`config.mk`:
```
export PLATFORM = sky130hd
export DESIGN_NAME = branch_seq_flat
export DESIGN_NICKNAME = d
export VERILOG_FILES = /design/src/rtl/branch_seq_pkg.sv /design/src/rtl/branch_seq_if.sv /design/src/rtl/branch_seq.sv /design/src/flat_wrapper.sv
export SDC_FILE = /design/constraint.sdc
export NUM_CORES = 1
export LEC_CHECK = 0
export BUFFER_PORTS_ARGS = -buffer_cell sky130_fd_sc_hd__buf_2
export CELL_PAD_IN_SITES_DETAIL_PLACEMENT = 1
export CELL_PAD_IN_SITES_GLOBAL_PLACEMENT = 2
export CORE_MARGIN = 1.5
export CORE_UTILIZATION = 30
export DETAILED_ROUTE_END_ITERATION = 7
export GPL_TIMING_DRIVEN = 0
export HOLD_SLACK_MARGIN = 0.02
export PLACE_DENSITY_LB_ADDON = 0.2
export SYNTH_ARGS = -nofsm -noshare
export SYNTH_HDL_FRONTEND = slang
export SYNTH_SLANG_ARGS = --single-unit
export TNS_END_PERCENT = 30
```
`constraint.sdc`:
```
create_clock -name clk -period 3.1 [get_ports clk]
set_clock_uncertainty 0.15 [all_clocks]
set_input_delay 0.31 -clock clk [delete_from_list [all_inputs] [get_ports clk]]
set_output_delay 0.31 -clock clk [all_outputs]
set_load 0.05 [all_outputs]
```
`src/rtl/branch_seq_pkg.sv`:
```
// Shared types and constants for the fetch-side branch sequencer.
// Holds the datapath width, the state encoding and the PC arithmetic constants.
package branch_seq_pkg;

  localparam int FULLW = 32;

  typedef logic [FULLW-1:0] word_t;

  localparam word_t PC_INC = 32'd4;
  localparam word_t PC_OFS = 32'd8;

  typedef enum logic [1:0] {
    ST_RUN     = 2'd0,
    ST_RESOLVE = 2'd1,
    ST_FLUSH   = 2'd2
  } seq_state_e;

  // Branch target relative to the decoded instruction; wraps modulo 2^FULLW.
  function automatic word_t branch_target(input word_t pc, input word_t bv);
    return pc + PC_OFS + bv;
  endfunction

endpackage

```
`src/rtl/branch_seq_if.sv`:
```
// Decode/execute/fetch signal bundle for branch_seq.
// The master side drives decode and execute indications; the slave side is the sequencer.
interface branch_seq_if import branch_seq_pkg::*; ();

  logic  dec_valid;
  logic  dec_ib;
  logic  dec_link;
  word_t dec_pc;
  word_t dec_bv;
  logic  ex_valid;
  logic  ex_cond_pass;
  word_t pc_out;
  logic  fetch_en;
  logic  flush_fd;
  logic  lr_we;
  word_t lr_data;
  logic  busy;

  modport master (
    output dec_valid, dec_ib, dec_link, dec_pc, dec_bv, ex_valid, ex_cond_pass,
    input  pc_out, fetch_en, flush_fd, lr_we, lr_data, busy
  );

  modport slave (
    input  dec_valid, dec_ib, dec_link, dec_pc, dec_bv, ex_valid, ex_cond_pass,
    output pc_out, fetch_en, flush_fd, lr_we, lr_data, busy
  );

endinterface

```
`src/rtl/branch_seq.sv`:
```
// Fetch-side branch sequencer: owns the fetch PC, holds fetch while a branch
// resolves, redirects on a taken branch and issues the BL link-register write.
module branch_seq import branch_seq_pkg::*; #(
  parameter word_t RESET_PC  = {FULLW{1'b0}},
  parameter int    FLUSH_CYC = 1
) (
  input  logic       clk,
  input  logic       reset,
  input  logic       stall_in,
  branch_seq_if.slave bus
);

  localparam logic [2:0] FLUSH_CNT = FLUSH_CYC[2:0];

  seq_state_e state_r, state_s;
  logic [2:0] cnt_r, cnt_s;
  word_t      pc_r, pc_s;
  word_t      tgt_r, tgt_s;
  logic       link_r, link_s;
  word_t      lr_val_r, lr_val_s;
  logic       fetch_en_r, fetch_en_s;
  logic       flush_fd_r, flush_fd_s;
  logic       lr_we_r, lr_we_s;
  word_t      lr_data_r, lr_data_s;
  logic       busy_r, busy_s;

  // Next-state, capture and registered-output values; a stall holds everything and drops pulses.
  always_comb begin
    state_s    = state_r;
    cnt_s      = cnt_r;
    pc_s       = pc_r;
    tgt_s      = tgt_r;
    link_s     = link_r;
    lr_val_s   = lr_val_r;
    fetch_en_s = fetch_en_r;
    busy_s     = busy_r;
    flush_fd_s = 1'b0;
    lr_we_s    = 1'b0;
    lr_data_s  = lr_data_r;
    if (!stall_in) begin
      case (state_r)
        ST_RUN: begin
          if (bus.dec_valid && bus.dec_ib) begin
            tgt_s    = branch_target(bus.dec_pc, bus.dec_bv);
            link_s   = bus.dec_link;
            lr_val_s = bus.dec_pc + PC_INC;
            state_s  = ST_RESOLVE;
          end else if (fetch_en_r) begin
            // Advance only past an address that has actually been fetched.
            pc_s = pc_r + PC_INC;
          end else begin
            pc_s = pc_r;
          end
        end
        ST_RESOLVE: begin
          if (bus.ex_valid && bus.ex_cond_pass) begin
            pc_s       = tgt_r;
            flush_fd_s = 1'b1;
            lr_we_s    = link_r;
            if (link_r) begin
              lr_data_s = lr_val_r;
            end else begin
              lr_data_s = lr_data_r;
            end
            cnt_s   = FLUSH_CNT;
            state_s = ST_FLUSH;
          end else if (bus.ex_valid) begin
            state_s = ST_RUN;
          end else begin
            state_s = ST_RESOLVE;
          end
        end
        ST_FLUSH: begin
          cnt_s = cnt_r - 3'd1;
          if (cnt_s == 3'd0) begin
            state_s = ST_RUN;
          end else begin
            state_s = ST_FLUSH;
          end
        end
        default: begin
          state_s = ST_RUN;
        end
      endcase
      fetch_en_s = (state_s == ST_RUN);
      busy_s     = (state_s != ST_RUN);
    end else begin
      state_s = state_r;
    end
  end

  // State and output registers with synchronous reset.
  always_ff @(posedge clk) begin
    if (reset) begin
      state_r    <= ST_RUN;
      cnt_r      <= 3'd0;
      pc_r       <= RESET_PC;
      tgt_r      <= {FULLW{1'b0}};
      link_r     <= 1'b0;
      lr_val_r   <= {FULLW{1'b0}};
      fetch_en_r <= 1'b0;
      flush_fd_r <= 1'b0;
      lr_we_r    <= 1'b0;
      lr_data_r  <= {FULLW{1'b0}};
      busy_r     <= 1'b0;
    end else begin
      state_r    <= state_s;
      cnt_r      <= cnt_s;
      pc_r       <= pc_s;
      tgt_r      <= tgt_s;
      link_r     <= link_s;
      lr_val_r   <= lr_val_s;
      fetch_en_r <= fetch_en_s;
      flush_fd_r <= flush_fd_s;
      lr_we_r    <= lr_we_s;
      lr_data_r  <= lr_data_s;
      busy_r     <= busy_s;
    end
  end

  assign bus.pc_out   = pc_r;
  assign bus.fetch_en = fetch_en_r;
  assign bus.flush_fd = flush_fd_r;
  assign bus.lr_we    = lr_we_r;
  assign bus.lr_data  = lr_data_r;
  assign bus.busy     = busy_r;

endmodule

```
`src/flat_wrapper.sv`:
```
// flat-port wrapper written by rule: the top's interface ports become plain ports
module branch_seq_flat import branch_seq_pkg::*;
#(
  parameter word_t RESET_PC  = {FULLW{1'b0}},
  parameter int    FLUSH_CYC = 1
)
  (clk, reset, stall_in, bus_dec_valid, bus_dec_ib, bus_dec_link, bus_dec_pc, bus_dec_bv, bus_ex_valid, bus_ex_cond_pass, bus_pc_out, bus_fetch_en, bus_flush_fd, bus_lr_we, bus_lr_data, bus_busy);
  branch_seq_if bus_i ();
  input  logic clk;
  input  logic reset;
  input  logic stall_in;
  input wire logic [$bits(bus_i.dec_valid)-1:0] bus_dec_valid;
  input wire logic [$bits(bus_i.dec_ib)-1:0] bus_dec_ib;
  input wire logic [$bits(bus_i.dec_link)-1:0] bus_dec_link;
  input wire logic [$bits(bus_i.dec_pc)-1:0] bus_dec_pc;
  input wire logic [$bits(bus_i.dec_bv)-1:0] bus_dec_bv;
  input wire logic [$bits(bus_i.ex_valid)-1:0] bus_ex_valid;
  input wire logic [$bits(bus_i.ex_cond_pass)-1:0] bus_ex_cond_pass;
  output wire logic [$bits(bus_i.pc_out)-1:0] bus_pc_out;
  output wire logic [$bits(bus_i.fetch_en)-1:0] bus_fetch_en;
  output wire logic [$bits(bus_i.flush_fd)-1:0] bus_flush_fd;
  output wire logic [$bits(bus_i.lr_we)-1:0] bus_lr_we;
  output wire logic [$bits(bus_i.lr_data)-1:0] bus_lr_data;
  output wire logic [$bits(bus_i.busy)-1:0] bus_busy;
  assign bus_i.dec_valid = bus_dec_valid;
  assign bus_i.dec_ib = bus_dec_ib;
  assign bus_i.dec_link = bus_dec_link;
  assign bus_i.dec_pc = bus_dec_pc;
  assign bus_i.dec_bv = bus_dec_bv;
  assign bus_i.ex_valid = bus_ex_valid;
  assign bus_i.ex_cond_pass = bus_ex_cond_pass;
  assign bus_pc_out = bus_i.pc_out;
  assign bus_fetch_en = bus_i.fetch_en;
  assign bus_flush_fd = bus_i.flush_fd;
  assign bus_lr_we = bus_i.lr_we;
  assign bus_lr_data = bus_i.lr_data;
  assign bus_busy = bus_i.busy;
  branch_seq #(.RESET_PC(RESET_PC), .FLUSH_CYC(FLUSH_CYC)) u_core (.clk(clk), .reset(reset), .stall_in(stall_in), .bus(bus_i));
endmodule
```
==> results.cfg, run 1 <==
[run_status]
status = complete, no violations

[clock_tree]
h-tree-depth = 4
tritoncts = built
post_cts_buffers = 0
cts_buffer_depth = 2
cts_sinks = 138
clock-root-buffer = clkbuf_16
cts.clk_slew.worst_paths_ns = 0.08
clkLatencyLatePin_ns = 0.43
cts-buffers-inserted = 17

[yosys]
synth_top_family_by_area = compound AO/OA/AOI/OAI gates
synthSimpleGateAreaFrac_pct = 23.58
yosys.area_share.adder_pct = 10.14
ys_seq_elements = 138
synth.most_common_cell = nand2_1
ys_async_sr_fraction_pct = 0
syn_area_sq_um = 8214
synth.mux.area_fraction_pct = 0.5027
synth_area_leaders = dfxtp_1, ha_1, nand2_1
synth_nets = 1202
synth_edf_count = 0
synth_compound_area_share_pct = 23.75
syn_avg_cell_area_sq_um = 7.720
yosysTopAreaCellShare_pct = 33.63
syn_inst = 1064
synth_xor_area_share_pct = 4.692
yosys-top-cells-count = nand2_1, dfxtp_1, a21oi_1, nor2_1, ha_1
ys.flop_type = dfxtp_1
synth_cell_types = 66
ys_seq_area_share_pct = 33.63
yosys_warnings = 0
yosys.area.top_type = dfxtp_1

[placed_design]
hpwl_um = 23930
port_buffers = 139
placed_cells = 1544
dp_slack_ns = -0.4648
gp_congestion = 0.8536

[floorplan]
die_x_um = 168.5
start_util_pct = 30.56
num_io_pins = 140
floorplan.core_area_sq_um = 26880
dieHeight_um = 168.5
core.rowCount = 60
dieArea_sq_um = 28380

[timing]
rsz0062_at_grt = yes
fin_tns_setup_ns = 0
tightest_slew_ns = 0.9931
maxSlewViolCount = 0
final.period_utilization_pct = 96.45
timing.fmax_ghz = 0.3344
finalWorstSetupSlack_ns = 0.1100
finalSetupViolCount = 0
relSlewSlack_pct = 33.40
fin_crit_ns = 2.990
hold_viol_final = 0

[cells_and_area]
fill_cells = 3380
syn_to_final_growth_pct = 21.19
drive_gt1_share_pct = 15.90
diodes = 0
final_cell_count_no_fill = 1580
final_nets = 1364

[critical_path]
critPathBufInv = 1
startpoint = bus_dec_bv[1]
cp_common_cell = ha_1
r2r-start = u_core.state_r[1]
worstPathRequired_ns = 3.27
cp-start-kind = input port
cp_max_fo = 5
slowest_delay_ns = 0.44
slowest_stage = fa_1
cp_top_family = compound AO/OA/AOI/OAI gates
worstPathCellList = buf_2 > ha_1 > ha_1 > fa_1 > a211oi_2 > o21ai_2 > o211ai_1 > a211oi_1 > a211o_1 > a21o_1 > a311o_1
end_kind = register
criticalPathCategory = in -> reg
worst_ep_arrival_time_ns = 3.16

[global_routing]
grt_pass1_vias = 8436
overflow = 0
grt_pass1_wl_um = 47770
antenna_found_initial = 0
grt_max_degree = 17
track_usage_pct = 21.95

[routing]
drc = 0
ant_nets = 0
wl_um = 30750
routed-via-count = 8455
via_per_inst = 5.351
avgRoutedWirePerCell_um = 19.46
dr.pass1.iters = 5
drtIter0Drc = 411

[power]
leakagePower_nw = 3.959
ir_drop_mv = 0.2673
power-per-cell-area_nw_per_um2 = 480.9
finalPower_mw = 4.787

[hold_path]
hp-start = bus_dec_pc[18]
hp-class = in -> reg

[run]
maxCapViolCount = 0
==> cell usage in the layout (no fill, tap or decap), types with 14 or more instances in the layout <==
cell and n:
nand4_1 14, a21oi_1 124, buf_2 142, xnor2_1 20, nand3_1 36, a21o_1 17, nand2_1 170, o21ai_0 58
a211oi_1 52, clkbuf_1 59, ha_1 65, xor2_1 24, nor3_1 20, and3_1 16, inv_1 15, clkbuf_16 17
dfxtp_1 138, nor2_1 103
==> worst reg2reg max path: stages, from the launching register on <==
cell and delay [ns]:
dfxtp_1 0.30, clkbuf_1 0.23, nand2b_1 0.21, clkbuf_1 0.26
nor3_1 0.57, and2_1 0.21, clkbuf_1 0.21, clkbuf_1 0.37
nand2_1 0.16, a21oi_1 0.14
==> routing by layer <==
metal / GRT usage (%) / part of all wire (%)
met2: 36.91 / 46
met3: 2.969 / 3.6
met1: 29.17 / 48
met5: 0 / 0
met4: 6.793 / 1.9
==> area by class of cell <==
type / instances / area (sq um) / share of cell area, %
tap: 341 / 426.7 / 4.286
sequential: 138 / 2763 / 27.75
timing repair buffer: 143 / 735.7 / 7.391
inverter: 15 / 56.30 / 0.5656
multi-input combinational: 848 / 5171 / 51.95
clock buffer: 18 / 429.2 / 4.311
buffer: 63 / 249.0 / 2.501
clock inverter: 14 / 123.9 / 1.244
==> repair_timing <==
action                                  in CTS  in global routing
resized for setup                            1                  5
pin swaps                                    0                  2
hold endpoints to repair                     4                  0
hold buffers                                 4                  0
endpoints found under the setup margin       3                  7
==> path summary, 6_finish.rpt <==
path / slack (ns) / cells after the start / end
setup reg to reg: 0.23 / 9 / u_core.bus.lr_data[15]
hold / removal: 0.05 / 3 / u_core.lr_val_r[18]
hold reg to reg: 0.30 / 2 / u_core.bus.pc_out[1]
setup / recovery: 0.11 / 11 / u_core.tgt_r[31]
==> stage by stage <==
stage	util [%]	hold slack, ns	instance area, sq um
after floorplan	-	0.2556	8214
after global placement	34.74	0.2916	9336
after detailed placement	34.76	0.2965	9343
after CTS	37.00	0.03666	9945
after global routing	37.04	0.06637	9955
final	37.04	0.04665	9955
==> where the power goes <==
group          switching [mW]  internal, mW
registers              0.0412          1.83
clock network           0.891          1.11
logic                   0.597         0.324
==> flip-flops by register name (all words and copies together), names as in the netlist, 2 cells and up <==
name	flops
u_core.tgt_r	32
u_core.cnt_r	3
u_core.state_r	2
u_core.bus.lr_data	32
u_core.bus.pc_out	32
u_core.lr_val_r	32
==> kinds of logic (layout without fill, tap and decap cells) <==
kind of cell | after synthesis | after routing
simple gates | 415 | 415
compound gates | 319 | 319
flops | 138 | 138
buf+inv | 78 | 253
fa+ha+maj | 66 | 66
xor+xnor | 44 | 44
mux | 4 | 4
(Power assumes the default switching activity.)
==> run 2, diff against run 1 <==
--- a/config.mk
+++ b/config.mk
@@ -10,6 +10,7 @@
 export CELL_PAD_IN_SITES_GLOBAL_PLACEMENT = 2
 export CORE_MARGIN = 1.5
 export CORE_UTILIZATION = 30
+export CTS_BUF_LIST = sky130_fd_sc_hd__clkbuf_2 sky130_fd_sc_hd__clkbuf_4 sky130_fd_sc_hd__clkbuf_8
 export DETAILED_ROUTE_END_ITERATION = 7
 export GPL_TIMING_DRIVEN = 0
 export HOLD_SLACK_MARGIN = 0.02
==> results.cfg, run 2 (same netlist as run 1, synthesis figures left out) <==
[clock_tree]
cts-buffers-inserted = 17
h-tree-depth = 4
clock-root-buffer = clkbuf_8
cts_sinks = 138
cts_buffer_depth = 2
tritoncts = built
cts.clk_slew.worst_paths_ns = 0.10
clkLatencyLatePin_ns = 0.47

[cells_and_area]
fill_cells = 3404
final_cell_count_no_fill = 1582
final_nets = 1366
seq_area_sq_um = 2763
layout_common_cells = nand2_1, buf_2, dfxtp_1
diodes = 0
final_common_cell = nand2_1
drive_gt1_share_pct = 16.20
syn_to_final_growth_pct = 19.34
multi_input_comb_area_sq_um = 5187

[timing]
hold_ws_ns = 0.06087
hold_viol_final = 0
finalSetupViolCount = 0
timing.fmax_ghz = 0.3398
rsz0062_at_grt = no
final.period_utilization_pct = 94.93
fin_tns_setup_ns = 0
finalWorstSetupSlack_ns = 0.1570
maxSlewViolCount = 0
fin_crit_ns = 2.943
tightest_slew_ns = 1.049
relSlewSlack_pct = 30.05

[critical_path]
cp-start-kind = input port
r2r-start = u_core.bus.pc_out[2]
cp_max_fo = 5
worst_ep_arrival_time_ns = 3.15
r2r_setup_slack_ns = 0.26
end_kind = register
criticalPathCategory = in -> reg
reg2regPathDepth = 8
rr_endpoint = u_core.bus.pc_out[30]
worstPathRequired_ns = 3.31

[placed_design]
port_buffers = 139
gp_congestion = 0.8536
placed_cells = 1544
dp_slack_ns = -0.4648
hpwl_um = 23930

[global_routing]
track_usage_pct = 21.91
overflow = 0
antenna_found_initial = 0
grt_pass1_wl_um = 47690
grt_max_degree = 17
grt_pass1_vias = 8402

[routing]
wl_um = 30620
dr.pass1.iters = 5
avgRoutedWirePerCell_um = 19.35
ant_nets = 0
drtIter0Drc = 457
routed-via-count = 8415
via_per_inst = 5.319
drc = 0

[floorplan]
floorplan.core_area_sq_um = 26880
core.rowCount = 60
dieArea_sq_um = 28380
start_util_pct = 30.56
die_x_um = 168.5
dieHeight_um = 168.5
num_io_pins = 140

[hold_path]
hp-start = bus_dec_pc[4]
hp-class = in -> reg
hold_path_depth = 3
worstHoldEndpoint = u_core.lr_val_r[4]

[power]
finalPower_mw = 4.260
ir_drop_mv = 0.2039
power-per-cell-area_nw_per_um2 = 434.6
leakagePower_nw = 3.884

[run]
maxCapViolCount = 0

[run_status]
status = complete, no violations
-- run 2: changes by cell type in the layout (fill, tap and decap cells not counted), sizes merged --
cell,previous run,this run
dlygate4sd3,4,6
-- run 2: cell type report --
class | count | share of cell area, %
inverters | 15 | 0.5743
plain buffers | 63 | 2.540
multi-input cells | 848 | 52.92
flip-flops and latches | 138 | 28.18
clock buffers | 18 | 2.463
well taps | 341 | 4.352
repair buffers | 145 | 7.709
clock inverters | 14 | 1.264
-- run 2: timing repair --
action	CTS	global route
hold endpoints to repair	6	0
endpoints found under the setup margin	2	9
setup buffers	0	0
hold buffers	6	0
gates resized for setup	1	7
pin swaps	0	3
-- run 2: how the worst max path moves through the flow --
stage,from,to,slack (ns)
after floorplan,bus_dec_bv[1],u_core.tgt_r[31],0.09
after global placement,u_core.state_r[1],u_core.tgt_r[20],-0.54
after detailed placement,bus_dec_bv[1],u_core.tgt_r[31],-0.46
after CTS,u_core.state_r[1],u_core.tgt_r[20],0.02
after global routing,bus_dec_pc[18],u_core.tgt_r[28],0.005
final,bus_dec_bv[1],u_core.tgt_r[31],0.16
-- run 2: where the power goes --
part           switching (mW)  leakage, nW  internal, mW
clock network           0.824        0.184         0.647
registers              0.0413         1.12          1.82
logic                   0.598         2.58         0.326
-- run 2: through the flow --
step	instance area (sq um)	utilization, %
final	9803	36.48
after global routing	9803	36.48
after CTS	9777	36.38
after detailed placement	9343	34.76
after global placement	9336	34.74
after floorplan	8214	-
-- run 2: routing by layer --
layer  vias to the layer above  global-route usage (%)  wire length (um)
met5                         -                       0                 0
met4                         0                   6.522               616
met3                        30                   3.110              1010
met2                       185                   36.59             14240
met1                      4039                   29.33             14750
li1                       4161                       -                 -
-- run 2: critical path, cell delays in order --
cell	delay [ns]
buf_2	0.11
ha_1	0.29
ha_1	0.23
fa_1	0.44
a211oi_2	0.27
o21ai_2	0.15
o211ai_1	0.31
a211oi_1	0.18
a211o_1	0.36
a21o_1	0.19
a311o_1	0.31
==> run 3, diff against run 2 <==
--- a/config.mk
+++ b/config.mk
@@ -5,13 +5,13 @@
 export SDC_FILE = /design/constraint.sdc
 export NUM_CORES = 1
 export LEC_CHECK = 0
-export BUFFER_PORTS_ARGS = -buffer_cell sky130_fd_sc_hd__buf_2
 export CELL_PAD_IN_SITES_DETAIL_PLACEMENT = 1
 export CELL_PAD_IN_SITES_GLOBAL_PLACEMENT = 2
 export CORE_MARGIN = 1.5
-export CORE_UTILIZATION = 30
+export CORE_UTILIZATION = 34
 export CTS_BUF_LIST = sky130_fd_sc_hd__clkbuf_2 sky130_fd_sc_hd__clkbuf_4 sky130_fd_sc_hd__clkbuf_8
 export DETAILED_ROUTE_END_ITERATION = 7
+export DONT_BUFFER_PORTS = 1
 export GPL_TIMING_DRIVEN = 0
 export HOLD_SLACK_MARGIN = 0.02
 export PLACE_DENSITY_LB_ADDON = 0.2
==> results.cfg, run 3 (same netlist as run 1, synthesis figures left out) <==
[global_routing]
grt_pass1_wl_um = 45760
track_usage_pct = 24.15
overflow = 0
grt_pass1_vias = 8217
grt_max_degree = 17
antenna_found_initial = 0

[placed_design]
placed_cells = 1383
port_buffers = 0
placed_area_sq_um = 8620
gp_congestion = 0.8388
hpwl_um = 22820
dp_slack_ns = -0.3172

[critical_path]
cp-start-kind = input port
criticalPathCategory = in -> reg
slowest_stage = fa_1
cp_max_fo = 5
worstPathCellList = ha_1 > ha_1 > fa_1 > a211oi_1 > o21ai_1 > o211ai_1 > a211oi_1 > a211o_1 > a21o_1 > a311o_1
slowest_delay_ns = 0.44
worst_ep_arrival_time_ns = 3.21
end_kind = register
critPathBufInv = 0
worstPathRequired_ns = 3.29
cp_top_family = compound AO/OA/AOI/OAI gates
r2r_setup_slack_ns = 0.09

[cells_and_area]
final_common_cell = nand2_1
final_cell_count_no_fill = 1453
final_nets = 1259
drive_gt1_share_pct = 5.908
layout_common_cells = nand2_1, dfxtp_1, a21oi_1
diodes = 0
syn_to_final_growth_pct = 15.55
seq_area_sq_um = 2773
finalInstanceArea_sq_um = 9492
fill_cells = 2908
multi_input_comb_area_sq_um = 5179

[timing]
tightest_slew_ns = 0.9995
fin_crit_ns = 3.018
relSlewSlack_pct = 32.96
finalWorstSetupSlack_ns = 0.08208
finalSetupViolCount = 0
maxSlewViolCount = 0
fin_tns_setup_ns = 0
hold_viol_final = 0
rsz0062_at_grt = yes
timing.fmax_ghz = 0.3314
final.period_utilization_pct = 97.35

[clock_tree]
cts.clk_slew.worst_paths_ns = 0.08
clock-root-buffer = clkbuf_8
cts-buffers-inserted = 17
clkLatencyLatePin_ns = 0.45
cts_sinks = 138
tritoncts = built
cts_buffer_depth = 2
h-tree-depth = 4

[routing]
ant_nets = 0
drtIter0Drc = 315
routed-via-count = 7949
via_per_inst = 5.471
drc = 0
avgRoutedWirePerCell_um = 20.68
wl_um = 30050
dr.pass1.iters = 4

[floorplan]
core.rowCount = 56
num_io_pins = 140
dieArea_sq_um = 25100
dieHeight_um = 158.4
floorplan.core_area_sq_um = 23610
start_util_pct = 34.79
die_x_um = 158.4

[run]
maxCapViolCount = 0

[power]
sw_frac_of_total_pct = 31.44
cellInternalPower_mw = 3.083
ir_drop_mv = 0.2221
finalPower_mw = 4.497
power_frac_clock_pct = 39.0
leakagePower_nw = 3.407
p_sw_mw = 1.414
seq_power_share_pct = 42.0
p_comb_share_pct = 19.0
power-per-cell-area_nw_per_um2 = 473.8

[run_status]
status = complete, no violations

[hold_path]
hp-class = in -> reg
## run 3: cell types whose count changed in the layout (fill, tap and decap cells not counted), sizes merged
cell and change:
clkinvlp +1, clkinv -6, clkbuf +2, buf -139
dlygate4sd3 +32, bufinv +3
## run 3: what timing repair did
action / in CTS / in global routing
endpoints found under the setup margin: 8 / 9
hold buffers: 38 / 0
gates resized for setup: 4 / 10
buffers inserted: 0 / 0
hold endpoints to repair: 38 / 0
## run 3: cell type report
type / instances / area share, %
Clock buffer: 20 / 2.834
Tap cell: 319 / 4.205
Inverter: 15 / 0.5932
Sequential cell: 138 / 29.21
Buffer: 63 / 2.610
Clock inverter: 12 / 1.977
Timing Repair Buffer: 38 / 4.007
Multi-Input combinational cell: 848 / 54.56
## run 3: metal layers
layer  GRT usage, %  up-vias  share of wire, %
met1          30.62     3788                46
met3          5.171       33               4.8
li1               -     3948                 -
met2          41.07      180                47
met4          6.943        0               2.1
met5              0        -                 0
## run 3: power groups by stage
stage | Combinational (mW) | Sequential [mW] | Clock, mW
3_3_place_gp | 0.788 | 1.93 | 0
4_1_cts | 0.849 | 1.89 | 1.79
2_1_floorplan | 0.576 | 1.91 | 0
3_5_place_dp | 0.794 | 1.93 | 0
5_1_grt | 0.950 | 1.89 | 1.85
6_report | 0.855 | 1.89 | 1.75
## run 3: worst paths after layout
check                         start                  end  depth (start not counted)
hold / removal       bus_dec_pc[19]  u_core.lr_val_r[19]                          2
setup / recovery      bus_dec_bv[1]     u_core.tgt_r[31]                         10
hold reg to reg     u_core.tgt_r[7]      u_core.tgt_r[7]                          2
setup reg to reg  u_core.state_r[1]     u_core.tgt_r[20]                          6
## run 3: worst register-to-register path, delay by kind of cell (launching register included)
kind,cells,cell delay [ns]
buffers and inverters,3,1.26
AND/OR/NAND/NOR,1,0.61
AO/OA/AOI/OAI,2,0.61
flip-flops,1,0.31
## run 3: through the flow
stage | hold slack, ns | util, %
floorplan | 0.2556 | -
global placement | 0.2598 | 36.48
detailed placement | 0.2626 | 36.50
CTS | 0.02421 | 40.12
global route | 0.03020 | 40.20
finish | 0.03401 | 40.20
